### src/rtl/phy_tx_scheduler.sv
// -----------------------------------------------------------------------------
// phy_tx_scheduler
//
// Purpose:
//   Byte-rate transmit scheduler in front of a parallel-to-serial PHY stage.
//   After reset it sends TRAIN_WORDS comma words (0xBC) and then raises
//   link_up. It then arbitrates between four requesters and grants bursts of
//   up to BURST_MAX words. Commas are sent whenever no requester data is
//   transferred. Every burst is followed by at least one comma bubble.
//
// Configuration macro:
//   TX_SCHED_ROUND_ROBIN_EN  defined   -> round-robin arbitration that
//                                         rotates a pointer on every grant
//                            undefined -> fixed priority, requester 0 highest
//
// Parameters:
//   TRAIN_WORDS  training comma words sent after reset (1..255)
//   BURST_MAX    maximum words accepted per grant (1..16)
//
// Ports:
//   clk_f      in   1   byte-rate clock; all logic uses the rising edge
//   reset      in   1   synchronous, active-high reset
//   req_valid  in   4   per-requester word valid (bit i = requester i)
//   req_data   in  32   requester i word in bits [8i+7:8i]
//   req_ready  out  4   per-requester accept; one-hot or zero
//   data_out   out  8   registered byte to the serializer
//   valid_out  out  1   registered; high when data_out carries requester data
//   grant_id   out  2   index of the current or most recent grantee
//   link_up    out  1   high once training is complete
// -----------------------------------------------------------------------------
module phy_tx_scheduler #(
    parameter int TRAIN_WORDS = 4,
    parameter int BURST_MAX   = 4
) (
    input  logic        clk_f,
    input  logic        reset,
    input  logic [3:0]  req_valid,
    input  logic [31:0] req_data,
    output logic [3:0]  req_ready,
    output logic [7:0]  data_out,
    output logic        valid_out,
    output logic [1:0]  grant_id,
    output logic        link_up
);

    localparam logic [7:0] COMMA      = 8'hBC;
    localparam logic [7:0] TRAIN_LAST = 8'(TRAIN_WORDS - 1);
    localparam logic [3:0] BURST_LAST = 4'(BURST_MAX - 1);

    typedef enum logic [1:0] {
        S_TRAIN = 2'd0,
        S_IDLE  = 2'd1,
        S_GRANT = 2'd2
    } state_e;

    state_e     state_q, state_d;
    logic [7:0] train_cnt_q;
    logic [3:0] burst_cnt_q;
    logic [7:0] data_q;
    logic       valid_q;
    logic [1:0] grant_q;
    logic       link_q;
    logic [1:0] winner;
    logic       transfer;
    logic       burst_done;

`ifdef TX_SCHED_ROUND_ROBIN_EN
    logic [1:0] ptr_q;
`endif

    // A word moves only when the granted requester is valid while we are in
    // GRANT; other requesters' valid bits are ignored for the whole burst.
    assign transfer   = (state_q == S_GRANT) && req_valid[grant_q];
    assign burst_done = transfer && (burst_cnt_q == BURST_LAST);

    // Arbitration. The loop runs from the lowest-priority candidate to the
    // highest so that the last matching assignment is the winner.
    always_comb begin
        // NOTE: every signal driven here gets a default first, so no path
        // leaves it unassigned and no latch is inferred.
        winner = 2'd0;
`ifdef TX_SCHED_ROUND_ROBIN_EN
        for (int k = 3; k >= 0; k--) begin
            if (req_valid[ptr_q + 2'(k)]) begin
                winner = ptr_q + 2'(k);
            end
        end
`else
        for (int k = 3; k >= 0; k--) begin
            if (req_valid[k]) begin
                winner = 2'(k);
            end
        end
`endif
    end

    // FSM: state register.
    always_ff @(posedge clk_f) begin
        // NOTE: sequential state uses non-blocking assignments so every
        // register samples pre-edge values regardless of process order.
        if (reset) begin
            state_q <= S_TRAIN;
        end else begin
            state_q <= state_d;
        end
    end

    // FSM: next-state logic. Leaving GRANT always lands in IDLE, which
    // produces the comma bubble between bursts.
    always_comb begin
        state_d = state_q;
        case (state_q)
            S_TRAIN: if (train_cnt_q == TRAIN_LAST) state_d = S_IDLE;
            S_IDLE:  if (|req_valid)                state_d = S_GRANT;
            S_GRANT: if (!req_valid[grant_q] || burst_done) state_d = S_IDLE;
            default: state_d = S_TRAIN;
        endcase
    end

    // FSM: outputs. req_ready depends only on state and the registered grant.
    always_comb begin
        req_ready = 4'b0000;
        if (state_q == S_GRANT) begin
            req_ready = 4'b0001 << grant_q;
        end
    end

    // Datapath and counters. Reset overrides any word accepted in the same
    // cycle, so an interrupted burst never reaches data_out.
    always_ff @(posedge clk_f) begin
        if (reset) begin
            train_cnt_q <= 8'd0;
            burst_cnt_q <= 4'd0;
            data_q      <= COMMA;
            valid_q     <= 1'b0;
            grant_q     <= 2'd0;
            link_q      <= 1'b0;
`ifdef TX_SCHED_ROUND_ROBIN_EN
            ptr_q       <= 2'd0;
`endif
        end else begin
            data_q  <= transfer ? req_data[{grant_q, 3'b000} +: 8] : COMMA;
            valid_q <= transfer;

            if (state_q == S_TRAIN) begin
                train_cnt_q <= train_cnt_q + 8'd1;
                if (train_cnt_q == TRAIN_LAST) begin
                    link_q <= 1'b1;
                end
            end

            if ((state_q == S_IDLE) && (|req_valid)) begin
                grant_q     <= winner;
                burst_cnt_q <= 4'd0;
`ifdef TX_SCHED_ROUND_ROBIN_EN
                ptr_q       <= winner + 2'd1;
`endif
            end else if (transfer) begin
                burst_cnt_q <= burst_cnt_q + 4'd1;
            end
        end
    end

    assign data_out  = data_q;
    assign valid_out = valid_q;
    assign grant_id  = grant_q;
    assign link_up   = link_q;

endmodule

### config.mk
export PLATFORM = sky130hd
export DESIGN_NAME = phy_tx_scheduler
export DESIGN_NICKNAME = d
export VERILOG_FILES = /design/src/rtl/phy_tx_scheduler.sv
export SDC_FILE = /design/constraint.sdc
export NUM_CORES = 1
export LEC_CHECK = 0
export CAP_MARGIN = 20
export CORE_MARGIN = 1.5
export CORE_UTILIZATION = 30
export DETAILED_ROUTE_END_ITERATION = 10
export PLACE_DENSITY = 0.6
export SYNTH_ARGS = -nofsm -noshare
export SYNTH_HDL_FRONTEND = slang
export SYNTH_SLANG_ARGS = --single-unit
### constraint.sdc
create_clock -name clk_f -period 2.3 [get_ports clk_f]
set_clock_uncertainty 0.15 [all_clocks]
set_input_delay 0.23 -clock clk_f [delete_from_list [all_inputs] [get_ports clk_f]]
set_output_delay 0.23 -clock clk_f [all_outputs]
set_load 0.005 [all_outputs]
==> qor.csv <==
stage,metric,value,unit
status,status,completed,
grt,grt-ovfl-total,0,
timing,fin_crit,2.16,ns
clocking,cts_root_buf,clkbuf_8,
power_and_ir_drop,p_total,1.17,mW
placed_design,post-dp-hpwl,2.50,mm
clocking,cts_buffer_depth,2,
floorplanning,dieWidth,67.8,um
timing,drv_slew,0,
synthesis,synthFlopType,dfxtp_1,
clocking,h-tree-depth,1,
timing,rsz0062_at_grt,no,
timing,tns,0,ns
detailed_routing,viasPerCell,5.00,
grt,grt_usage,14.9,%
synthesis,yosysTopAreaCell,dfxtp_1,
detailed_routing,totalWireLength,3.31,mm
timing,setup_violations,0,
setup_path,required,1.92,ns
synthesis,ys_types,33,
power_and_ir_drop,clkPwrFrac,32.3,%
placed_design,gp_routability_congestion,0.829,
hold_path,hp-class,reg2reg,
floorplanning,chipHeight,67.8,um
setup_path,critical-path-top-delay-family,simple AND/OR/NAND/NOR gates,
setup_path,start_kind,flop,
synthesis,ys_ff_latch,26,
synthesis,syn_inst,129,
synthesis,post-synth-top-count-cell,dfxtp_1,
detailed_routing,postRouteAntennaNets,0,
clocking,cts_tree,done,
floorplanning,fp.dieArea,0.00460,mm2
synthesis,avgSynthCellArea,9.78,um2
layout,area_growth,51.6,%
synthesis,synth_edf_count,0,
grt,grt_pass1_wl,5.20,mm
timing,fmax,463,MHz
layout,fin_cells,233,
setup_path,crit_fanout,7,
grt,antenna_found_initial,0,
grt,grt_pass1_vias,1179,
clocking,cts_buffers,3,
power_and_ir_drop,p_comb_share,23.2,%
clocking,worst_skew_pair.late_latency,0.27,ns
detailed_routing,drtIter0Drc,20,
timing,period_share,93.9,%
synthesis,synthDominantCellAreaShare,41.3,%
setup_path,slowest_delay,0.52,ns
setup_path,end_kind,output port,
detailed_routing,dr_total_vias,1165,
synthesis,async_reset_ff_share,0,%
timing,hold_viol_final,0,
placed_design,pre_cts_ws,0.329,ns
setup_path,path_cells,or3b_4 -> nor2_1 -> clkdlybuf4s50_1,
placed_design,placedCellCount,229,
power_and_ir_drop,static-leakage-power,0.660,nW
layout,nNetsFinal,224,
power_and_ir_drop,p_per_area,613,mW/mm2
power_and_ir_drop,vdd_drop_max,297,uV
layout,drive_gt1_share,10.9,%
synthesis,yosys_warnings,0,
timing,worst-slew-pin-transition,0.728,ns
power_and_ir_drop,p_switching,0.289,mW
flow_run,cap_viol_max_count,0,
floorplanning,rows,23,
detailed_routing,drc,0,
synthesis,synthTopCellsByArea,"dfxtp_1, mux4_2, nor2_1",
timing,max_slew_margin,51.3,%
synthesis,ys_top_cells_by_count,"dfxtp_1, nor2_1, a21oi_1, nand2_1",
clocking,path_clk_slew,0.09,ns
floorplanning,core-area,0.00403,mm2
timing,timing.final.ws_setup,0.139,ns
detailed_routing,wl_per_cell,14.2,um
synthesis,synthesis.area,0.00126,mm2
setup_path,crit_slowest_cell,clkdlybuf4s50_1,
setup_path,critPathBufInv,1,
clocking,cts_hold_buf,0,
timing,timing.hold.ws,0.348,ns
power_and_ir_drop,switching_share,24.6,%
placed_design,io_buffers,53,
floorplanning,start_util,31.3,%
power_and_ir_drop,internal-power,0.883,mW
clocking,clock_sinks,26,
power_and_ir_drop,seqPwrFrac,44.5,%
setup_path,critPathKind,reg2out,
synthesis,syn-num-nets,169,
setup_path,cp.arrival,1.78,ns
layout,antenna_cells,0,
floorplanning,design.portCount,54,
grt,grt_max_degree,22,
synthesis,seq_area_frac_synth,41.3,%
detailed_routing,first_pass_iters,4,
## cell type report
| class | instances | area [um2] |
|---|---|---|
| clock buffers | 3 | 41.3 |
| flip-flops and latches | 26 | 522 |
| multi-input cells | 94 | 696 |
| fillers | 366 | 2120 |
| clock inverters | 1 | 30.0 |
| inverters | 4 | 15.0 |
| repair buffers | 55 | 546 |
| well taps | 50 | 62.6 |
## logic make-up after synthesis
kind of cell             after synthesis  share of synthesized area, %
AO/OA/AOI/OAI                         21                          10.2
AND/OR/NAND/NOR                       54                          22.2
flip-flops                            26                          41.3
buffers and inverters                  9                          3.57
XOR/XNOR                               7                          4.86
multiplexers                          10                          15.9
adder cells (fa/ha/maj)                2                          1.98
## repair_timing
action                                 4_1_cts  5_1_grt
setup buffers                                0        0
endpoints found under the hold margin        0        0
setup endpoints to repair                    0        2
resized for setup                            0        1
## per-stage QoR
step,utilization (%),instance area [um2]
floorplan,-,1260
global placement,45.7,1840
detailed placement,45.7,1840
CTS,47.4,1910
global route,47.5,1910
finish,47.5,1910
## power groups by stage
| stage | sequential [mW] | combinational, mW | clock [mW] |
|---|---|---|---|
| 4_1_cts | 0.520 | 0.274 | 0.383 |
| 3_5_place_dp | 0.531 | 0.272 | 0 |
| 3_3_place_gp | 0.529 | 0.265 | 0 |
| 6_report | 0.521 | 0.272 | 0.379 |
| 5_1_grt | 0.526 | 0.301 | 0.402 |
| 2_1_floorplan | 0.518 | 0.160 | 0 |
## sequential cells by signal (all words and copies together) (netlist names)
signal,flops
valid_out,1
data_out,8
burst_cnt_q,4
link_up,1
grant_id,2
train_cnt_q,8
state_q,2
## path summary, 6_finish.rpt
kind	slack [ns]	to	from	depth (start not counted)
setup / recovery	0.14	req_ready[2]	state_q[1]	3
hold / removal	0.35	burst_cnt_q[1]	burst_cnt_q[1]	2
setup reg to reg	0.31	state_q[0]	train_cnt_q[0]	5
hold reg to reg	0.35	burst_cnt_q[1]	burst_cnt_q[1]	2
## tightest hold or removal path: stages, from the launching register on
cell	delay, ns
dfxtp_1	0.34
nand2_1	0.06
a21oi_1	0.06
## per-layer routing
layer	part of all wire, %	global-route usage, %	wire length [um]
met1	42	16.3	1380
met2	46	27.8	1520
met3	11	3.78	358
met4	1.5	5.00	48
met5	0	0	0
## placed cells by master (no fill, tap or decap), types with 4 or more instances in the layout
cell / netlist / routed
a21oi_1: 9 / 9
clkdlybuf4s50_1: 0 / 53
dfxtp_1: 26 / 25
inv_1: 4 / 4
mux4_2: 8 / 8
nand2_1: 9 / 9
nor2_1: 19 / 19
o21ai_0: 6 / 6
or3_1: 8 / 8
xnor2_1: 4 / 4
(Power assumes the default switching activity.)
